File: src/rtl/mem_arbiter_pkg.sv
// Shared definitions for the fetch/load-store memory arbiter: response-owner
// encoding and the default starvation limit.
package mem_arbiter_pkg;

   localparam int DEF_STARVE_LIM = 4;
   localparam int DW             = 32;

   typedef enum logic [1:0] {
      OWN_NONE  = 2'd0,
      OWN_FETCH = 2'd1,
      OWN_LOAD  = 2'd2
   } owner_e;

endpackage

File: src/rtl/mem_arbiter_starve_counter.sv
// Saturating count of consecutive denied fetch cycles; at_limit forces a fetch win.
// Clear has priority over wait so a grant and a fresh request restart from zero.
module starve_counter #(
   parameter int LIM = 4
) (
   input  logic clk,
   input  logic reset,
   input  logic i_wait,
   input  logic i_clear,
   output logic o_at_limit
);

   localparam int CW = (LIM < 1) ? 1 : $clog2(LIM + 1);

   logic [CW-1:0] r_cnt;

   always_ff @(posedge clk or posedge reset) begin
      if (reset) begin
         r_cnt <= '0;
      end else if (i_clear) begin
         r_cnt <= '0;
      end else if (i_wait && (r_cnt != CW'(LIM))) begin
         r_cnt <= r_cnt + 1'b1;
      end
   end

   assign o_at_limit = (r_cnt == CW'(LIM));

endmodule

File: src/rtl/mem_arbiter.sv
// Two-port (fetch, load/store) arbiter onto a single-port memory with one-cycle
// read latency; loads win unless the fetch port has been starved STARVE_LIM cycles.
module mem_arbiter
   import mem_arbiter_pkg::*;
#(
   parameter int STARVE_LIM = DEF_STARVE_LIM,
   parameter int AW         = 32
) (
   input  logic          clk,
   input  logic          reset,
   input  logic          i_req,
   input  logic [AW-1:0] i_addr,
   output logic          i_gnt,
   output logic          i_rvalid,
   output logic [DW-1:0] i_rdata,
   input  logic          d_req,
   input  logic          d_we,
   input  logic [AW-1:0] d_addr,
   input  logic [DW-1:0] d_wdata,
   output logic          d_gnt,
   output logic          d_rvalid,
   output logic [DW-1:0] d_rdata,
   output logic          m_en,
   output logic          m_we,
   output logic [AW-1:0] m_addr,
   output logic [DW-1:0] m_wdata,
   input  logic [DW-1:0] m_rdata
);

   logic   w_at_limit;
   logic   w_i_win;
   logic   w_d_win;
   logic   w_wait;
   owner_e r_owner;
   owner_e w_owner_nxt;

   // Grants are gated by reset so nothing reaches the memory while it is held.
   assign w_i_win = ~reset & i_req & (w_at_limit | ~d_req);
   assign w_d_win = ~reset & d_req & ~w_i_win;
   assign w_wait  = i_req & ~w_i_win;

   starve_counter #(.LIM(STARVE_LIM)) u_starve (
      .clk       (clk),
      .reset     (reset),
      .i_wait    (w_wait),
      .i_clear   (~w_wait),
      .o_at_limit(w_at_limit)
   );

   always_comb begin
      i_gnt   = w_i_win;
      d_gnt   = w_d_win;
      m_en    = 1'b0;
      m_we    = 1'b0;
      m_addr  = '0;
      m_wdata = '0;
      if (w_i_win) begin
         m_en   = 1'b1;
         m_addr = i_addr;
      end else if (w_d_win) begin
         m_en    = 1'b1;
         m_we    = d_we;
         m_addr  = d_addr;
         m_wdata = d_wdata;
      end
   end

   always_ff @(posedge clk or posedge reset) begin
      if (reset) begin
         r_owner <= OWN_NONE;
      end else begin
         r_owner <= w_owner_nxt;
      end
   end

   always_comb begin
      w_owner_nxt = OWN_NONE;
      if (w_i_win) begin
         w_owner_nxt = OWN_FETCH;
      end else if (w_d_win && !d_we) begin
         w_owner_nxt = OWN_LOAD;
      end
   end

   always_comb begin
      i_rvalid = (r_owner == OWN_FETCH);
      d_rvalid = (r_owner == OWN_LOAD);
      i_rdata  = m_rdata;
      d_rdata  = m_rdata;
   end

endmodule

File: config.mk
export PLATFORM = sky130hd
export DESIGN_NAME = mem_arbiter
export DESIGN_NICKNAME = d
export VERILOG_FILES = /design/src/rtl/mem_arbiter_pkg.sv /design/src/rtl/mem_arbiter_starve_counter.sv /design/src/rtl/mem_arbiter.sv
export SDC_FILE = /design/constraint.sdc
export NUM_CORES = 1
export LEC_CHECK = 0
export BUFFER_PORTS_ARGS = -buffer_cell sky130_fd_sc_hd__buf_2
export CAP_MARGIN = 10
export CELL_PAD_IN_SITES_DETAIL_PLACEMENT = 1
export CELL_PAD_IN_SITES_GLOBAL_PLACEMENT = 2
export CORE_ASPECT_RATIO = 0.9
export CORE_UTILIZATION = 10
export CTS_BUF_LIST = sky130_fd_sc_hd__clkbuf_4 sky130_fd_sc_hd__clkbuf_8
export CTS_CLUSTER_DIAMETER = 60
export DETAILED_ROUTE_END_ITERATION = 10
export PLACE_DENSITY = 0.83
export REMOVE_ABC_BUFFERS = 1
export SLEW_MARGIN = 30
export SYNTH_ARGS = -nofsm -noshare
export SYNTH_HDL_FRONTEND = slang
export SYNTH_SLANG_ARGS = --single-unit
File: constraint.sdc
create_clock -name clk -period 4.8 [get_ports clk]
set_clock_uncertainty 0.05 [all_clocks]
set_input_delay 0.72 -clock clk [delete_from_list [all_inputs] [get_ports clk]]
set_output_delay 0.72 -clock clk [all_outputs]
set_load 0.02 [all_outputs]
Word level (Yosys, flattened, before mapping). Index checks and enable logic that the tools add are counted.

Bits in registers: 5. Bits of input ports: 133. Output and inout bits: 134.

$add $sub $neg: 1. Equality and inequality tests: 5. Mux-type cells: 12. Bitwise gates (word level): 9. Reduce and logical (&&, ||, !) cells: 3.

Operators by type and width (count): $mux W32 (4); $mux W3 (2); $and A1 B1 Y1 (5); $mux W1 (4); $mux W2 (2); $add A3 B1 Y3 const B (1); $eq A3 B3 Y1 const B (1); $ne A3 B3 Y1 const B (1); $not A1 Y1 (3); $eq A2 B1 Y1 const B (1); $eq A2 B2 Y1 const B (1); $logic_and A1 B1 Y1 (2); $ne A2 B2 Y1 const B (1); $logic_not A1 Y1 (1); $or A1 B1 Y1 (1).

Longest topological paths before layout. Gate-level depths: netlist of run 1.

Depth in word-level cells: 8. Depth in mapped cells: 7. Gate-level depth less buffers: 5.

Modules after synthesis. A second synthesis of run 1 with hierarchy kept.

Cells, all modules: 254. Area, all modules: 2319.7 sq um.

By module, submodules not included: mem_arbiter (times used 1, cells each 235, area each 2123.3 sq um, seq. area each 50.0 sq um); starve_counter (times used 1, cells each 19, area each 196.4 sq um, seq. area each 75.1 sq um).

Worst setup path after synthesis of run 1. No wires, ideal clock.

Path kind: input port to output port. From: input reset. To: output m_addr[22]. Data arrival time: 1671 ps. Data required time: 4030 ps. Path slack: 2359 ps. Stages: 5. Path buffers: 2. Cells stage by stage: buf_2 > nand2b_1 > a21oi_4 > buf_4 > a22o_1.

Cells in the longest elaborated chain, start to end: 7.

Ends and longest elaborated chain: start, declared (RTL line mem_arbiter.sv:10) `input logic reset,`; $not A1 Y1 (*) (RTL line mem_arbiter.sv:38) `assign w_i_win = ~reset & i_req & (w_at_limit | ~d_req);`; $and A1 B1 Y1 (*) (2 in a row) (RTL line mem_arbiter.sv:38); via i_gnt (RTL line mem_arbiter.sv:13) `output logic i_gnt,`; $not A1 Y1 (RTL line mem_arbiter.sv:39) `assign w_d_win = ~reset & d_req & ~w_i_win;`; $and A1 B1 Y1 (RTL line mem_arbiter.sv:39); $mux W32 (RTL line mem_arbiter.sv:60) `end else if (w_d_win) begin`; $mux W32 (*) (RTL line mem_arbiter.sv:57) `if (w_i_win) begin`; end, declared (RTL line mem_arbiter.sv:25) `output logic [AW-1:0] m_addr,`.

Mark *: on every way through the listed nets, which the timed path passes. The rest lies on a longest branch.

Worst setup path after layout of run 1.
From: register u_starve.r_cnt[0]. To: output m_addr[26].

Cells in the longest elaborated chain, start to end: 7.

Ends and longest elaborated chain: start, declared (RTL line mem_arbiter_starve_counter.sv:15) `logic [CW-1:0] r_cnt;`; start signal, assigned (RTL line mem_arbiter_starve_counter.sv:23) `r_cnt <= r_cnt + 1'b1;`; $eq A3 B3 Y1 (*) (RTL line mem_arbiter_starve_counter.sv:27) `assign o_at_limit = (r_cnt == CW'(LIM));`; $or A1 B1 Y1 (*) (RTL line mem_arbiter.sv:38); $and A1 B1 Y1 (*) (RTL line mem_arbiter.sv:38); $not A1 Y1 (RTL line mem_arbiter.sv:39); $and A1 B1 Y1 (RTL line mem_arbiter.sv:39); $mux W32 (RTL line mem_arbiter.sv:60); $mux W32 (*) (RTL line mem_arbiter.sv:57).

Mark *: on every way between the ends. The rest lies on a longest branch, timed or not.

==> results of run 1 <==
[state kept, by name, summed over array words and instances (netlist names)]
name	flops
r_owner	2
u_starve.r_cnt	3
[critical path: stages, from the launching register on]
cell and delay, ns:
dfrtp_1 0.39, inv_1 0.10, ha_1 0.26, nand2_1 0.17, a21oi_4 0.34, buf_8 0.24
a22o_1 0.20, buf_2 0.18
[cell type report]
type / instances / area (um2) / area share
timing repair buffer: 171 / 865.8 / 0.4547
tap: 164 / 205.2 / 0.1078
clock buffer: 4 / 48.80 / 0.02562
sequential: 5 / 125.1 / 0.06570
multi-input combinational: 86 / 648.1 / 0.3403
inverter: 3 / 11.26 / 0.005913
[through the flow]
stage / util / instances / hold slack, ns / total power, uW
5_1_grt: 0.1473 / 433 / 0.4201 / 309.7
6_report: 0.1473 / 433 / 0.4034 / 291.0
3_5_place_dp: 0.1423 / 428 / 0.4934 / 208.3
4_1_cts: 0.1461 / 432 / 0.4039 / 294.6
3_3_place_gp: 0.1423 / 428 / 0.4817 / 204.2
2_1_floorplan: - / 94 / 0.4290 / 126.8
[power by group through the flow]
stage / clock (uW) / combinational (uW) / sequential [uW]
after floorplan: 0 / 80.3 / 46.5
after global placement: 0 / 157 / 46.8
after detailed placement: 0 / 161 / 47.0
after CTS: 86.3 / 162 / 46.4
after global routing: 89.7 / 173 / 46.7
final: 83.7 / 161 / 46.4
[metal layers]
| layer | global-route usage | share of wire | up-vias |
|---|---|---|---|
| li1 | - | - | 713 |
| met1 | 0.1178 | 0.38 | 743 |
| met2 | 0.1470 | 0.41 | 200 |
| met3 | 0.08770 | 0.18 | 8 |
| met4 | 0.02088 | 0.0067 | 6 |
| met5 | 0.07612 | 0.018 | - |
[cells by family (layout without fill, tap and decap cells)]
family                     after synthesis  in the layout  share of synthesized area
AOI/OAI and AO/OA                       39             39                     0.2521
DFF                                      5              5                    0.09268
and+or+nand+nor                         44             44                     0.2011
adders and majority gates                2              2                    0.01853
muxes                                    1              1                   0.008340
buffers and inverters                   78            178                     0.4272
[path summary, 6_finish.rpt]
| kind | startpoint | to | slack (ns) | depth (start not counted) |
|---|---|---|---|---|
| min in group clk | u_starve.r_cnt[2]$_DFFE_PP0P_ | u_starve.r_cnt[2]$_DFFE_PP0P_ | 0.50 | 1 |
| max in group asynchronous | reset | r_owner[1]$_DFF_PP0_ | 4.14 | 2 |
| hold / removal | reset | u_starve.r_cnt[0]$_DFFE_PP0P_ | 0.40 | 2 |
| setup reg to reg | u_starve.r_cnt[0]$_DFFE_PP0P_ | r_owner[1]$_DFF_PP0_ | 3.06 | 5 |
| setup / recovery | u_starve.r_cnt[0]$_DFFE_PP0P_ | m_addr[26] | 1.91 | 7 |
| hold reg to reg | u_starve.r_cnt[2]$_DFFE_PP0P_ | u_starve.r_cnt[2]$_DFFE_PP0P_ | 0.50 | 1 |
[layout by cell type (no fill, tap or decap), types with 2 or more instances in the layout]
cell,count
dfrtp_1,5
nor2b_1,3
and2_1,33
nand4_1,2
a21boi_0,2
o211ai_1,2
a22o_1,32
buf_2,170
ha_1,2
nor2_1,2
clkbuf_8,3
inv_1,2
==> results.txt, run 1 <==
Final WL: 7926 um
FILL cells: 1566
Hpwl dp: 6731 um
Crit path DAT: 2.12 ns
Final Net Count: 405
Largest net degree at the start of global routing: 68
Yosys top cell area share: 0.3726
Count leader, synth: buf_4
Skew-Pair Late Insertion Delay: 0.22 ns
Static leakage: 0.001128 uW
Synth top cells by count: buf_4, and2_1, a22o_1
Worst Path Required: 4.03 ns
Ranking of synthesized cells by area: buf_4, a22o_1, and2_1, dfrtp_1, buf_6
Fin. Hold Viols: 0
Startpoint types: register
CTS Hold Buffers Added: 0
# Max-Cap Violations: 0
Yosys warning count: 0
Worst slew margin: 0.6042
Setup Buffers After CTS: 0
Via density: 3.857
Async S/R FF share, synth: 1.000
Antenna violations before repair: 0
Cell taking the most area after synthesis: buf_4
Clock slew at reported path FFs: 0.04 ns
Slew at the pin with the worst max-slew slack: 0.5937 ns
Setup WS pre-CTS: 1.704 ns
Final period util: 0.6029
Clock network fraction of total power: 0.288
Synthesized area per cell: 7.988 um2
CP max FO: 27
Crit. End Element: output pin
N_diodes: 0
Io pins: 267
Setup CP Type: register to output pin
Final global-route overflow total: 0
Setup Viol. Count Final: 0
Synth unique cells: 23
Number of iterations in the first detailed-routing pass: 4
Comb power frac: 0.553
Slew Viols, Final: 0
Buffers on Ports: 170
Drt first-iter violations: 56
Min cycle time layout: 2.894 ns
CTS tree: yes
CTS Buf Count: 3
Die Y: 112.2 um
Post-route cell area: 1904 um2
RSZ-0062 raised after global routing: false
CTS H-tree depth: 1
GP Congestion: 0.7323
DR WL/cell: 18.30 um
Max Clk Rate: 345.6 MHz
P_int: 178.8 uW
Peak VDD IR: 0.04621 mV
First-pass GRT wire length: 11240 um
DRC Markers: 0
Post-synthesis sequential area ratio: 0.09268
Status: finished clean
Initial core utilization: 0.1044
Post-Syn Area: 1350 um2
DP Area: 1841 um2
Top FF cell, synth: dfrtp_1
Synth Register Bits: 5
Clk buf depth: 2
Post_cts resized: 0
Pwr Density: 152.8 nW/um2
CTS Root Cell: clkbuf_8
Sequential power share: 0.160
Final worst setup slack: 1.906 ns
Area growth syn-to-layout: 41.06%
DRT antenna net count: 0
Via count: 1670
Die Wd: 124.5 um
Core Area: 12930 um2
Vias in the first global route: 1731
Post-Route Setup TNS: 0 ns
NetSw: 112.2 uW
Die area: 13970 um2
Row count: 39
Global Route Usage Sum: 0.1059
Switching fraction of total power: 0.3855
Post-Syn Instances: 169
Fraction of layout cells with a size suffix above 1: 0.6654
Hold Crit Class: input port to asynchronous set/reset pin
Post-synth EDFFs: 0
Clock sinks: 5
Note: power is estimated with default switching activity, not from simulation.
==> run 2: changes to the inputs <==
==> constraint.sdc (replaced) <==
create_clock -name clk -period 2.8 [get_ports clk]
set_clock_uncertainty 0.05 [all_clocks]
set_input_delay 0.42 -clock clk [delete_from_list [all_inputs] [get_ports clk]]
set_output_delay 0.42 -clock clk [all_outputs]
set_load 0.02 [all_outputs]
==> run 2 against run 1 <==
  * Final area is 0.39% lower
  * Via count is 2.6% lower
  * Core utilization is 0.058 points lower
  * Cell count stayed put
  * Sequential power is 72% higher
  * Register-to-register slack worse by 2.1 ns
  * Routed wire length hardly changed
  * Critical path depth stayed put
  * Critical endpoint unchanged
==> results.txt, run 2 (synthesized netlist as in run 1, its figures left out) <==
Status: finished clean (unchanged)
Fraction of layout cells with a size suffix above 1: 0.6654 (unchanged)
GP Congestion: 0.7244 (was 0.7323)
Clock network fraction of total power: 0.287 (was 0.288)
Pwr Density: 260.4 nW/um2 (was 152.8 nW/um2)
Crit path DAT: 2.10 ns (was 2.12 ns)
Static leakage: 0.001126 uW (was 0.001128 uW)
Io pins: 267 (unchanged)
Max stage delay on crit path: 0.39 ns (about the same)
Die area: 13970 um2 (unchanged)
Via density: 3.758 (was 3.857)
Max Clk Rate: 389.8 MHz
NetSw: 188.4 uW (was 112.2 uW)
P_int: 305.6 uW (was 178.8 uW)
Final Net Count: 405 (unchanged)
Core Area: 12930 um2 (unchanged)
Final worst setup slack: 0.2349 ns (was 1.906 ns)
DR WL/cell: 18.30 um (about the same)
Hpwl dp: 6709 um (was 6731 um)
Clock sinks: 5 (unchanged)
Post-Route Setup TNS: 0 ns (unchanged)
Commonest non-fill, non-tap cells in the layout: buf_2, and2_1, a22o_1 (unchanged)
Min cycle time layout: 2.565 ns
Antenna violations before repair: 0 (unchanged)
Number of iterations in the first detailed-routing pass: 4 (unchanged)
FILL cells: 1605 (was 1566)
Worst slew margin: 0.6055 (was 0.6042)
Reg with most FFs: u_starve.r_cnt (unchanged)
CTS tree: yes (unchanged)
CTS Buf Count: 3 (unchanged)
Drt first-iter violations: 43 (was 56)
CP max FO: 34 (was 27)
Slew Viols, Final: 0 (unchanged)
First-pass GRT wire length: 10900 um (was 11240 um)
Via count: 1627 (was 1670)
Crit path cell chain: inv_1 > ha_1 > nand2_1 > a21oi_4 > buf_4 > a22o_1 > buf_2 (was inv_1 > ha_1 > nand2_1 > a21oi_4 > buf_8 > a22o_1 > buf_2)
Hold Crit Class: input port to asynchronous set/reset pin (unchanged)
Clock slew at reported path FFs: 0.04 ns (about the same)
CTS H-tree depth: 1 (unchanged)
# Max-Cap Violations: 0 (unchanged)
Fin. Hold Viols: 0 (unchanged)
Setup Buffers After CTS: 0 (unchanged)
Total power: 493.9 uW (was 291.0 uW)
DRC Markers: 0 (unchanged)
WP buf/inv: 3 (unchanged)
Area growth syn-to-layout: 40.50% (was 41.06%)
N_diodes: 0 (unchanged)
Skew-Pair Late Insertion Delay: 0.22 ns (about the same)
Die Y: 112.2 um (unchanged)
Initial core utilization: 0.1044 (unchanged)
Final Core Density: 0.1467 (was 0.1473)
Largest net degree at the start of global routing: 68 (unchanged)
Vias in the first global route: 1704 (was 1731)
CTS Root Cell: clkbuf_8 (unchanged)
Die Wd: 124.5 um (unchanged)
RSZ-0062 raised after global routing: false (unchanged)
Buffers on Ports: 170 (unchanged)
Multi-input gate area in the final layout: 648.1 um2 (unchanged)
Comb power frac: 0.552 (was 0.553)
Final period util: 0.9161
Setup Viol. Count Final: 0 (unchanged)
Final WL: 7922 um (was 7926 um)
Post_cts resized: 0 (unchanged)
Row count: 39 (unchanged)
Max FFs per register: 3 (unchanged)
Finished Layout Cells: 433 (unchanged)
CTS Hold Buffers Added: 0 (unchanged)
Clk buf depth: 2 (unchanged)
Setup WS pre-CTS: 0.4291 ns (was 1.704 ns)
Sequential power share: 0.161 (was 0.160)
Storage element area: 125.1 um2 (unchanged)
Switching fraction of total power: 0.3814 (was 0.3855)
Largest regs: u_starve.r_cnt (3), r_owner (2) (unchanged)
Crit. End Element: output pin (unchanged)
DRT antenna net count: 0 (unchanged)
Startpoint types: register (unchanged)
Final global-route overflow total: 0 (unchanged)
Slew at the pin with the worst max-slew slack: 0.5918 ns (was 0.5937 ns)
Crit-path slowest cell: dfrtp_1 (unchanged)
Global Route Usage Sum: 0.1044 (was 0.1059)
Worst Path Required: 2.33 ns (was 4.03 ns)
Placed cells: 429 (was 428)
Setup CP Type: register to output pin (unchanged)
Cell family with the largest share of critical-path delay: buffers and inverters (was compound AO/OA/AOI/OAI gates)
Commonest non-fill, non-tap cell in the layout: buf_2 (unchanged)
Peak VDD IR: 0.08739 mV (was 0.04621 mV)
==> run 2: cell types whose count changed in the layout (fill, tap and decap cells not counted) <==
cell and delta:
buf_4 +1, buf_8 -1
==> run 2: final cells by class <==
type | instances | area share
inverter | 3 | 0.005937
tap | 164 | 0.1082
clock buffer | 4 | 0.02573
timing repair buffer | 171 | 0.4525
multi-input combinational | 86 | 0.3417
sequential | 5 | 0.06596
==> run 2: per-layer routing <==
layer | track usage | up-vias | routed length (um)
li1 | - | 711 | -
met5 | 0.06920 | - | 58
met3 | 0.1068 | 4 | 1696
met4 | 0.01847 | 2 | 36
met2 | 0.1403 | 187 | 3250
met1 | 0.1088 | 723 | 2880
==> run 2: through the flow <==
stage	hold WS (ns)	instance area [um2]
after global routing	0.1124	1897
after CTS	0.09010	1897
after detailed placement	0.3277	1848
final	0.09768	1897
after global placement	0.3108	1848
after floorplan	0.1290	784.5
==> run 2: path summary, 6_finish.rpt <==
check                      depth (start not counted)  slack, ns                            end                     startpoint
min in group clk                                   2       0.33           r_owner[1]$_DFF_PP0_                           d_we
hold / removal                                     2        0.1  u_starve.r_cnt[0]$_DFFE_PP0P_                          reset
setup / recovery                                   7       0.23                     m_addr[26]  u_starve.r_cnt[0]$_DFFE_PP0P_
hold reg to reg                                    1       0.52  u_starve.r_cnt[2]$_DFFE_PP0P_  u_starve.r_cnt[2]$_DFFE_PP0P_
setup reg to reg                                   5       1.00           r_owner[1]$_DFF_PP0_  u_starve.r_cnt[0]$_DFFE_PP0P_
max in group asynchronous                          2       2.46           r_owner[0]$_DFF_PP0_                          reset
==> run 2: power by group through the flow <==
stage | Sequential, uW | Combinational (uW) | Clock [uW]
finish | 79.6 | 272 | 142
global route | 80.1 | 292 | 148
CTS | 79.5 | 277 | 147
global placement | 80.1 | 272 | 0
detailed placement | 80.4 | 276 | 0
floorplan | 79.6 | 138 | 0
